### src/rtl/edge_trig_pkg.sv
// edge_trig_pkg: state encoding and default sizing for the edge-trigger sequencer
package edge_trig_pkg;
  typedef enum logic [2:0] {IDLE, FLUSH, PRIME, ARMED, HOLDOFF} state_t;
  localparam int TRIG_CNT_W = 16;
  localparam int FLUSH_CYCLES_DEF = 4;
  localparam int HOLDOFF_W_DEF = 16;
  localparam int TIMEOUT_W_DEF = 24;
endpackage

### src/rtl/edge_seq_dncnt.sv
// edge_seq_dncnt: loadable down-counter that stops at zero and flags it
module edge_seq_dncnt #(
  parameter int W = 8
) (
  input  logic         clk,
  input  logic         rst,
  input  logic         load,
  input  logic [W-1:0] load_val,
  input  logic         en,
  output logic         zero
);
  logic [W-1:0] cnt;
  always_ff @(posedge clk)
    if (rst) cnt <= '0;
    else if (load) cnt <= load_val;
    else if (en && cnt != '0) cnt <= cnt - 1'b1;
  assign zero = cnt == '0;
endmodule

### src/rtl/edge_trig_seq.sv
// edge_trig_seq: arm/flush/prime/trigger sequencer; EDGE_TRIG_SEQ_TIMEOUT_EN adds a forced-trigger timeout
module edge_trig_seq
  import edge_trig_pkg::*;
#(
  parameter int FLUSH_CYCLES = FLUSH_CYCLES_DEF,
  parameter int HOLDOFF_W = HOLDOFF_W_DEF,
  parameter int TIMEOUT_W = TIMEOUT_W_DEF
) (
  input  logic                  clk,
  input  logic                  reset_i,
  input  logic                  arm_i,
  input  logic                  abort_i,
  input  logic                  continuous_i,
  input  logic [7:0]            window_width_i,
  input  logic [HOLDOFF_W-1:0]  holdoff_i,
  input  logic [TIMEOUT_W-1:0]  timeout_i,
  input  logic                  sum_wr_i,
  input  logic                  trig_in_i,
  output logic                  core_rst_o,
  output logic                  core_start_o,
  output logic                  trig_out_o,
  output logic                  armed_o,
  output logic                  busy_o,
  output logic [TRIG_CNT_W-1:0] trig_count_o,
  output logic                  timed_out_o
);
  localparam int FW = $clog2(FLUSH_CYCLES) + 1;
  state_t state, nxt;
  logic flush_zero, prime_zero, hold_zero, forced, fire;
  logic enter_flush, enter_prime, enter_armed, enter_hold;
  assign fire = state == ARMED && !abort_i && (trig_in_i || forced);
  assign enter_flush = state == IDLE && arm_i && !abort_i;
  assign enter_prime = state == FLUSH && flush_zero;
  assign enter_hold = fire && continuous_i && holdoff_i != '0;
  assign enter_armed = (state == PRIME && sum_wr_i && prime_zero) || (state == HOLDOFF && hold_zero) ||
                       (fire && continuous_i && holdoff_i == '0);
  edge_seq_dncnt #(.W(FW)) u_flush (
    .clk(clk), .rst(reset_i), .load(enter_flush), .load_val(FW'(FLUSH_CYCLES - 1)),
    .en(state == FLUSH), .zero(flush_zero)
  );
  edge_seq_dncnt #(.W(8)) u_prime (
    .clk(clk), .rst(reset_i), .load(enter_prime),
    .load_val(window_width_i == 8'd0 ? 8'd0 : window_width_i - 8'd1),
    .en(state == PRIME && sum_wr_i), .zero(prime_zero)
  );
  edge_seq_dncnt #(.W(HOLDOFF_W)) u_hold (
    .clk(clk), .rst(reset_i), .load(enter_hold), .load_val(holdoff_i - 1'b1),
    .en(state == HOLDOFF), .zero(hold_zero)
  );
`ifdef EDGE_TRIG_SEQ_TIMEOUT_EN
  logic to_zero;
  edge_seq_dncnt #(.W(TIMEOUT_W)) u_timeout (
    .clk(clk), .rst(reset_i), .load(enter_armed), .load_val(timeout_i - 1'b1),
    .en(state == ARMED), .zero(to_zero)
  );
  // a real edge in the same cycle takes precedence, so forced stays low then
  assign forced = state == ARMED && !trig_in_i && timeout_i != '0 && to_zero;
`else
  logic unused_timeout;
  assign unused_timeout = ^timeout_i;
  assign forced = 1'b0;
`endif
  always_comb
    nxt = abort_i ? IDLE :
          enter_flush ? FLUSH :
          enter_prime ? PRIME :
          enter_armed ? ARMED :
          enter_hold ? HOLDOFF :
          fire ? IDLE : state;
  always_ff @(posedge clk)
    if (reset_i) begin
      state <= IDLE;
      core_rst_o <= 1'b1;
      core_start_o <= 1'b0;
      trig_out_o <= 1'b0;
      armed_o <= 1'b0;
      busy_o <= 1'b0;
      trig_count_o <= '0;
      timed_out_o <= 1'b0;
    end else begin
      state <= nxt;
      core_rst_o <= nxt == IDLE || nxt == FLUSH;
      core_start_o <= !(nxt == IDLE || nxt == FLUSH);
      trig_out_o <= fire;
      armed_o <= nxt == ARMED;
      busy_o <= nxt != IDLE;
      if (enter_flush) trig_count_o <= '0;
      else if (fire && trig_count_o != '1) trig_count_o <= trig_count_o + 1'b1;
      if (enter_flush) timed_out_o <= 1'b0;
      else if (fire) timed_out_o <= forced;
    end
endmodule

### config.mk
export PLATFORM = sky130hd
export DESIGN_NAME = edge_trig_seq
export DESIGN_NICKNAME = d
export VERILOG_FILES = /design/src/rtl/edge_trig_pkg.sv /design/src/rtl/edge_seq_dncnt.sv /design/src/rtl/edge_trig_seq.sv
export SDC_FILE = /design/constraint.sdc
export NUM_CORES = 1
export LEC_CHECK = 0
export ABC_AREA = 1
export CAP_MARGIN = 10
export CORE_AREA = 4 4 99 101
export DETAILED_ROUTE_END_ITERATION = 6
export DIE_AREA = 0 0 103 105
export DONT_BUFFER_PORTS = 1
export GPL_ROUTABILITY_DRIVEN = 0
export GPL_TIMING_DRIVEN = 0
export SYNTH_ARGS = -nofsm -noshare
export SYNTH_HDL_FRONTEND = slang
export SYNTH_SLANG_ARGS = --single-unit
### constraint.sdc
create_clock -name clk -period 2.7 [get_ports clk]
set_input_delay 0.135 -clock clk [delete_from_list [all_inputs] [get_ports clk]]
set_output_delay 0.135 -clock clk [all_outputs]
set_load 0.01 [all_outputs]
======== Word level (Yosys, flattened, before mapping) ========
Cells that the tools add are included.
word-level totals
  register bits after elaboration ......... 51
  latch bits .............................. 0
  memory bits (writable) .................. 0
  bits in read-only memories .............. 0
  input bits .............................. 55
  memories ................................ 0
operators by class
  add/sub/neg operators ................... 6
  $mul .................................... 0
  divide/modulo/power cells ............... 0
  $lt $le $gt $ge ......................... 0
  eq/ne operators ......................... 7
  shifts and indexed selects .............. 0
  multiplexer cells ....................... 13
  bitwise logic cells ..................... 0
  reduce and logical (&&, ||, !) cells .... 36
operator list
  operator                                                              count
  16-bit logical NOT                                                    2
  16-bit two-way mux                                                    2
  16-bit nonzero test                                                   2
  16-bit by 1-bit subtractor with 16-bit output, second input constant  2
  8-bit two-way mux                                                     3
  3-bit two-way mux                                                     6
  16-bit by 1-bit adder with 16-bit output, second input constant       1
  8-bit logical NOT                                                     2
  16-bit != test, second input constant                                 1
  8-bit by 1-bit subtractor with 8-bit output, second input constant    2
  1-bit logical AND                                                     15
  3-bit by 2-bit == test with 1-bit output, second input constant       3
  3-bit logical NOT                                                     3
  8-bit nonzero test                                                    1
  3-bit by 1-bit == test with 1-bit output, second input constant       2
  2-bit nonzero test                                                    3
  3-bit nonzero test                                                    2
  2-bit two-way mux                                                     2
  3-bit == test, second input constant                                  1
  1-bit logical OR                                                      3
  3-bit by 1-bit subtractor with 3-bit output, second input constant    1
  1-bit logical NOT                                                     2
  2-bit OR reduction                                                    1

======== Depth between registers and ports, before layout ========
Gate-level depths: netlist of the first run.
  word-level depth ........................ 13
  gate-level depth with buffers ........... 17
  depth with buffers taken out ............ 16

======== Modules after synthesis ========
Synthesis of the first run repeated with hierarchy kept, for this count alone.
second synthesis, totals
  cell total of the unflattened synthesis .. 657
  area total of the unflattened synthesis .. 3942.5 um2
by module, submodules not included
  module                    instances  cells each  area each (um2)  sequential area each (um2)
  edge_trig_seq             1          307         1945.6           480.5
  edge_seq_dncnt (u_hold)   1          212         1194.9           320.3
  edge_seq_dncnt (u_prime)  1          104         600.6            160.2
  edge_seq_dncnt (u_flush)  1          34          201.4            60.1

======== Least setup slack after synthesis of the first run ========
OpenSTA, ideal clock, no wires.
  path type ............................... flip-flop to flip-flop
  start ................................... register state[1]
  end ..................................... register u_hold.cnt[14]
  arrival ................................. 1.842 ns
  data required time ...................... 2.591 ns
  slack ................................... 0.749 ns
  cell stages (with the launch flop) ...... 16
  buffers on the path ..................... 1
  clock period less this slack ............ 1.951 ns
  cells stage by stage .................... dfxtp_1 > nand2_2 > nor2_4 > nand2_4 > nor2_8 > buf_8 > nand3b_1 > nand2_2 > ha_1 > nand3_4 > nor3_2 > nand2_1 > nand2_1 > nand3_1 > nand2_1 > inv_1
on the way
  word-level cells in the longest chain between the ends .. 6
  elaborated cells on any way between the ends .. 9
RTL lines
  element                                                          line                  text
  start: declaration                                               edge_trig_seq.sv:28   state_t state, nxt;
  start signal: assignment                                         edge_trig_seq.sv:81   state <= nxt;
  3-bit by 2-bit == test with 1-bit output                         edge_trig_seq.sv:31   assign fire = state == ARMED && !abort_i && (trig_in_i || forced);
  1-bit logical AND (2 in series)                                  edge_trig_seq.sv:31
  1-bit logical AND (2 in series)                                  edge_trig_seq.sv:34   assign enter_hold = fire && continuous_i && holdoff_i != '0;
  16-bit two-way mux / 2-bit nonzero test (equally long branches)  n/a
  end signal: assignment                                           edge_seq_dncnt.sv:15  else if (load) cnt <= load_val;
  end signal: assignment                                           edge_seq_dncnt.sv:16  else if (en && cnt != '0) cnt <= cnt - 1'b1;
  end: declaration                                                 edge_seq_dncnt.sv:12  logic [W-1:0] cnt;
Several ways; a longest one is shown, not always the timed one.
A chain may end at the register's enable or synchronous reset.

======== Worst setup path in the final report of the first run ========
Same ends and word-level chain as after synthesis.

==> metrics.yaml, run 1 <==
outcome: "finished, final reports clean"
rows: 35
setup_viol: 0
initial_core_util_pct: 39.1
grt_pass1_wl_mm: 14.3
fillCellCount: 947
drc: 0
synth_area_leaders: "dfxtp_1 (29%), nand2_1 (13%), inv_1 (9.4%)"
cp.arrival_ps: 2540
synth_top_area_share_pct: 28.9
max_cap_violations: 0
globalRouteTotalUtil_pct: 16.2
place_ws_ps: 416
ys_ff_latch: 51
grt_max_degree: 19
skew_ps: 12.8
ant_nets: 0
yosys_warnings: 0
report.final.slew_viol_count: 0
r2r_cells: 15
final.setup.worst_slack_ps: 376
fin_nets: 609
cts_tree: "built"
path_class: "reg -> reg"
die_y_um: 105
grt_overflow: 0
synth_edf_count: 0
regToRegSetupSlack_ps: 380
required_ps: 2910
grt_pass1_vias: 3191
cts_buffers: 5
postSynthAreaPerCell_um2: 6.55
seq_area_frac_synth_pct: 28.9
powerDensity_nw_per_um2: 366
grt_setup_unrepaired: "no"
cts_buffer_depth: 2
syn_to_final_growth_pct: 6.91
ys_types: 42
drive_gt1_share_pct: 11.7
ys_async_sr_fraction_pct: 0
fin_cells: 659
routed_wl_mm: 8.38
clock_latency_ps: 310
hpwl_mm: 6.59
io_buffers: 0
max_slew_margin_pct: 57.7
fin_total_pwr_w: 0.00138
syn_area_um2: 3530
antenna_found_initial: 0
synth_top_area_cell: "dfxtp_1"
peakVddDrop_v: 0.000195
leakage_nw: 1.91
worst_pin_slew_ps: 634
register_area_um2: 1020
fin_crit_sh_pct: 86.1
vias: 3298
hold_class: "in -> reg"
clkTransAtPathRegs_ps: 110
syn_nets: 601
multi_input_area_um2: 2070
ios: 77
die_width_um: 103
max_freq_ghz: 0.430
die_area_um2: 10800
synthCells: 539
wl_per_cell_um: 12.7
final.min_clock_period_ps: 2320
cts.sinks: 51
vias_per_cell: 5.00
fin_util_pct: 41.8
cp-end-kind: "flip-flop"
antenna_cells: 0
ctsResizeCount: 0
first_pass_iters: 5
start_kind: "flip-flop"
tns_ps: 0
hold_violations: 0
synth_ff_type: "dfxtp_1"
clockRootBuffer: "clkbuf_8"
cp_max_fo: 10
dp.cells: 650
drt_iter0_markers: 130
core-area_um2: 9020
htreeDepth: 2
min_path_cells: 3
[final cells by class]
class                      instances  area share [%]
inverter                          90            8.96
multi-input combinational        384            55.0
tap                              111            3.68
buffer                            14            2.52
sequential                        51            27.1
clock inverter                     3           0.697
timing repair buffer               1           0.265
clock buffer                       5            1.82
[sequential cells by signal, indices dropped and copies added (netlist names), 3 cells and up]
| name | flops |
|---|---|
| state | 3 |
| u_flush.cnt | 3 |
| trig_count_o | 16 |
| u_prime.cnt | 8 |
| u_hold.cnt | 16 |
[cell usage in the layout (no fill, tap or decap), types with 5 or more instances in the layout]
master,instances
dfxtp_1,51
clkbuf_8,5
nand2_4,6
nand2_2,14
nor3_1,11
inv_1,88
nand4_1,12
xnor2_1,5
o21ai_0,29
nand3b_1,10
nor2_1,50
nand2_1,120
xor2_1,9
a31oi_1,8
ha_1,7
nand3_1,49
a21oi_1,18
nor2_2,5
[synthesized netlist by cell type (4+ instances only)]
cell type and n:
a31oi_1 8, nand2_4 6, a21oi_1 18, nand2_1 120, nand4_1 12, nor3_1 11
nand2_2 14, dfxtp_1 51, xnor2_1 5, xor2_1 9, nor2_2 5, inv_1 88
nand3_1 49, clkbuf_1 4, nor2_1 50, o211ai_1 4, nand3b_1 10, ha_1 7
buf_2 4, o21ai_0 29
[where the power goes]
group,internal [W],switching (W),total [W]
Sequential,0.000763,0.00000886,0.000772
Combinational,0.0000480,0.0000785,0.000127
Clock,0.000192,0.000290,0.000481
Total,0.00100,0.000377,0.00138
[repair_timing]
| item | CTS | global route |
|---|---|---|
| setup buffers | 0 | 0 |
| endpoints found under the hold margin | 5 | 0 |
| endpoints found under the setup margin | 0 | 0 |
| hold buffers | 1 | 0 |
[metrics by stage]
stage	hold WS (ps)	instance area [um2]
after detailed placement	208	3670
after global placement	207	3670
after floorplan	204	3530
after global routing	44.9	3770
after CTS	19.5	3770
final	29.3	3770
[worst max-delay path, cell delays in order, from the launching register on]
cell      delay [ps]
dfxtp_1          440
nand2_2          100
nor2_4           100
nand2_4           90
nor2_8           150
buf_8            150
nand3b_1         110
nand2_2          110
ha_1             210
nand3_4          120
nor3_2           310
nand2_1          100
nand2_1           70
nand3_1           70
nand2_1           70
inv_1             30
[logic make-up after synthesis]
kind of cell / count (synthesis) / synth area share [%]
AO/OA/AOI/OAI: 66 / 10.5
other: 1 / 0.106
XOR/XNOR: 14 / 3.48
AND/OR/NAND/NOR: 295 / 41.9
multiplexers: 1 / 0.319
buffers and inverters: 104 / 12.3
adder cells (fa/ha/maj): 7 / 2.48
flip-flops: 51 / 28.9
[worst paths after layout]
| path | startpoint | to |
|---|---|---|
| setup / recovery | state[1]$_SDFF_PP0_ | u_hold.cnt[14]$_SDFFE_PP0P_ |
| hold reg to reg | u_flush.cnt[0]$_SDFFE_PP0P_ | u_flush.cnt[0]$_SDFFE_PP0P_ |
| setup reg to reg | state[1]$_SDFF_PP0_ | u_hold.cnt[14]$_SDFFE_PP0P_ |
| hold / removal | abort_i | state[0]$_SDFF_PP0_ |
[routing by layer]
metal	global-route usage (%)	routed length [um]	up-vias
met2	25.5	3750	74
met3	3.94	517	11
met4	4.26	112	0
li1	-	-	1736
met1	21.9	4000	1477
met5	0	0	-
Note: power is estimated with default switching activity, not from simulation.
==> run 2, diff against run 1 <==
--- a/config.mk
+++ b/config.mk
@@ -7,12 +7,13 @@
 export LEC_CHECK = 0
 export ABC_AREA = 1
 export CAP_MARGIN = 10
-export CORE_AREA = 4 4 99 101
+export CORE_AREA = 4 4 105 107
 export DETAILED_ROUTE_END_ITERATION = 6
-export DIE_AREA = 0 0 103 105
+export DIE_AREA = 0 0 109 111
 export DONT_BUFFER_PORTS = 1
 export GPL_ROUTABILITY_DRIVEN = 0
 export GPL_TIMING_DRIVEN = 0
 export SYNTH_ARGS = -nofsm -noshare
 export SYNTH_HDL_FRONTEND = slang
+export SYNTH_HIERARCHICAL = 1
 export SYNTH_SLANG_ARGS = --single-unit
==> run 2 against run 1 <==
Sequential power increased by 1%. Cell count increased by 22%. Largest cell class unchanged. Wire length increased by 17%. Register-to-register slack about the same.
==> metrics.yaml, run 2 <==
skew_ps: 10.2  # -2.61 ps
outcome: "finished, final reports clean"
r2r_cells: 16  # +1
die_width_um: 109  # +5.8%
synth_edf_count: 0  # unchanged
max_freq_ghz: 0.428  # -0.57%
synth_xor_area_share_pct: 4.89  # +1.4 points
regToRegSetupSlack_ps: 360  # about the same
synthCells: 657  # +22%
syn_to_final_growth_pct: 7.17
core-area_um2: 10100  # +12%
min_path_cells: 3  # unchanged
synth_area_leaders: "dfxtp_1 (26%), nand2_1 (17%), nor2_1 (13%)"
met3_usage_pct: 2.91  # -1.0 points
grt_setup_unrepaired: "no"
critPathBufInv: 4  # +2
cts_tree: "built"
busiest_layer: "met2"
cp-end-kind: "flip-flop"
start_kind: "flip-flop"
synthTopCellsByCount: "nand2_1 (176), nor2_1 (135), inv_1 (79)"
report.final.slew_viol_count: 0  # unchanged
cp.arrival_ps: 2580  # +40 ps
r2r-end: "armed_o$_SDFF_PP0_"
met1_usage_pct: 21.1  # -0.83 points
grt_max_degree: 16  # -3
setup_viol: 0  # unchanged
synth-compound-area-share_pct: 7.65  # -2.8 points
cp_top_family: "simple AND/OR/NAND/NOR gates"
grt_pass1_vias: 3694  # +16%
grt_use_met2_pct: 28.2  # +2.6 points
final.min_clock_period_ps: 2340  # +13.4 ps
register_area_um2: 1020  # unchanged
grt_pass1_wl_mm: 16.8  # +17%
tns_ps: 0  # unchanged
design_area_um2: 4230  # +12%
synth_adder_area_share_pct: 2.86  # +0.37 points
yosys_warnings: 6  # +6
ys_ff_latch: 51  # unchanged
leakage_nw: 1.98  # +3.9%
reg_top3: "trig_count_o: 16 flops, u_hold/cnt: 16 flops, u_prime/cnt: 8 flops"
routed_wl_mm: 9.80  # +17%
vias_per_cell: 4.85  # -3.1%
io_buffers: 0  # unchanged
synth_top_area_cell: "dfxtp_1"
first_pass_iters: 5  # unchanged
path_class: "reg -> reg"
vias: 3905  # +18%
ys_types: 37  # -12%
drt_iter0_markers: 216  # +66%
rows: 37  # +5.7%
fin_nets: 732  # +20%
path_depth: 16  # +1
max_cap_violations: 0  # unchanged
hold_class: "in -> reg"
cts_hold_buf: 2  # +1
timing.critical_path.cells: "inv_1 > ha_1 > inv_1 > nor2_1 > nand3_1 > nor2_1 > nand2_1 > nor4_1 > nand2_1 > nand2_1 > inv_1 > nand3_1 > nand2_1 > inv_2 > nand2_1 > nor2_1"
multi_input_area_um2: 2500  # +21%
cp_common_cell: "nand2_1"
wl_per_cell_um: 12.2  # -4.3%
syn_area_um2: 3940  # +12%
initial_core_util_pct: 38.9  # -0.23 points
hpwl_mm: 7.81  # +18%
antenna_found_initial: 0  # unchanged
crit_path_max_incr_delay_ps: 330  # -110 ps
drive_gt1_share_pct: 11.8  # +0.13 points
yosys.area_share.simple_pct: 47.7  # +5.8 points
clock_latency_ps: 310  # about the same
ys_async_sr_fraction_pct: 0  # unchanged
postSynthAreaPerCell_um2: 6.00  # -8.3%
drc: 0  # unchanged
clockRootBuffer: "clkbuf_8"
seq_area_frac_synth_pct: 25.9  # -3.0 points
hold_start: "reset_i"
peakVddDrop_v: 0.000225  # +15%
cts_buffers: 5  # unchanged
cts_buffer_depth: 2  # unchanged
antenna_cells: 0  # unchanged
grt_overflow: 0  # unchanged
fin_crit_sh_pct: 86.6  # +0.50 points
placed_area_um2: 4120  # +12%
min_to: "u_prime/cnt[5]$_SDFFE_PP0P_"
yosysMostFrequentCell: "nand2_1"
powerDensity_nw_per_um2: 350  # -4.3%
die_y_um: 111  # +5.7%
cp_max_fo: 3  # -7
clkTransAtPathRegs_ps: 90  # -20 ps
synth_top_family_by_area: "simple AND/OR/NAND/NOR gates"
hold_violations: 0  # unchanged
fillCellCount: 1107  # +17%
synth_top_area_share_pct: 25.9  # -3.0 points
final_cell_mix: "nand2_1 (176), nor2_1 (135), inv_1 (79)"
slowest_stage: "dfxtp_1"
cts.sinks: 51  # unchanged
cts_setup_buffers: 0  # unchanged
ios: 77  # unchanged
final_common_cell: "nand2_1"
synthMuxAreaShare_pct: 0  # -0.32 points
die_area_um2: 12100  # +12%
timing.rr.start: "u_hold/cnt[0]$_SDFFE_PP0P_"
ctsResizeCount: 0  # unchanged
ant_nets: 0  # unchanged
htreeDepth: 2  # unchanged
globalRouteTotalUtil_pct: 16.7  # +0.50 points
required_ps: 2940  # +30 ps
synth_ff_type: "dfxtp_1"
## run 2: how the worst max path moves through the flow
stage | start | endpoint
after CTS | u_hold/cnt[0]$_SDFFE_PP0P_ | armed_o$_SDFF_PP0_
after floorplan | u_hold/cnt[0]$_SDFFE_PP0P_ | core_rst_o$_SDFF_PP1_
final | u_hold/cnt[0]$_SDFFE_PP0P_ | armed_o$_SDFF_PP0_
after detailed placement | u_hold/cnt[0]$_SDFFE_PP0P_ | armed_o$_SDFF_PP0_
after global placement | u_hold/cnt[0]$_SDFFE_PP0P_ | armed_o$_SDFF_PP0_
after global routing | u_hold/cnt[0]$_SDFFE_PP0P_ | armed_o$_SDFF_PP0_
## run 2: logic make-up (layout without fill, tap and decap cells)
kind of cell               after synthesis  after routing
and+or+nand+nor                        421            421
buffers and inverters                   99            109
AOI/OAI and AO/OA                       53             53
DFF                                     51             51
xor gates and xnor gates                22             22
adders and majority gates                9              9
other                                    2              4
## run 2: layout make-up
type	instances	area share, %
clock buffer	6	1.72
tap	136	4.03
sequential	51	24.2
clock inverter	2	0.296
buffer	10	1.98
inverter	89	8.11
timing repair buffer	2	0.474
multi-input combinational	509	59.2
## run 2: layer usage
layer / vias to the layer above / share of wire (%)
met3: 20 / 4.2
met5: - / 0
li1: 2049 / -
met2: 73 / 48
met4: 0 / 2.7
met1: 1763 / 46
## run 2: worst min-delay path, stage by stage
cell and delay, ps:
inv_1 50, nand2_1 70, inv_1 30
## run 2: through the flow
stage	util, %	setup slack, ps	power, W	std cells	hold WS (ps)
final	41.7	362	0.00148	805	14.1
after CTS	41.7	376	0.00150	805	0.509
after global routing	41.7	118	0.00157	805	25.0
after floorplan	-	932	0.000998	659	204
after detailed placement	40.6	419	0.00104	795	211
after global placement	40.6	418	0.00104	795	209
## run 2: power breakdown
part           total (W)  switching [W]  internal (W)
registers       0.000783      0.0000150      0.000768
clock network   0.000449       0.000267      0.000182
logic           0.000247       0.000154     0.0000925
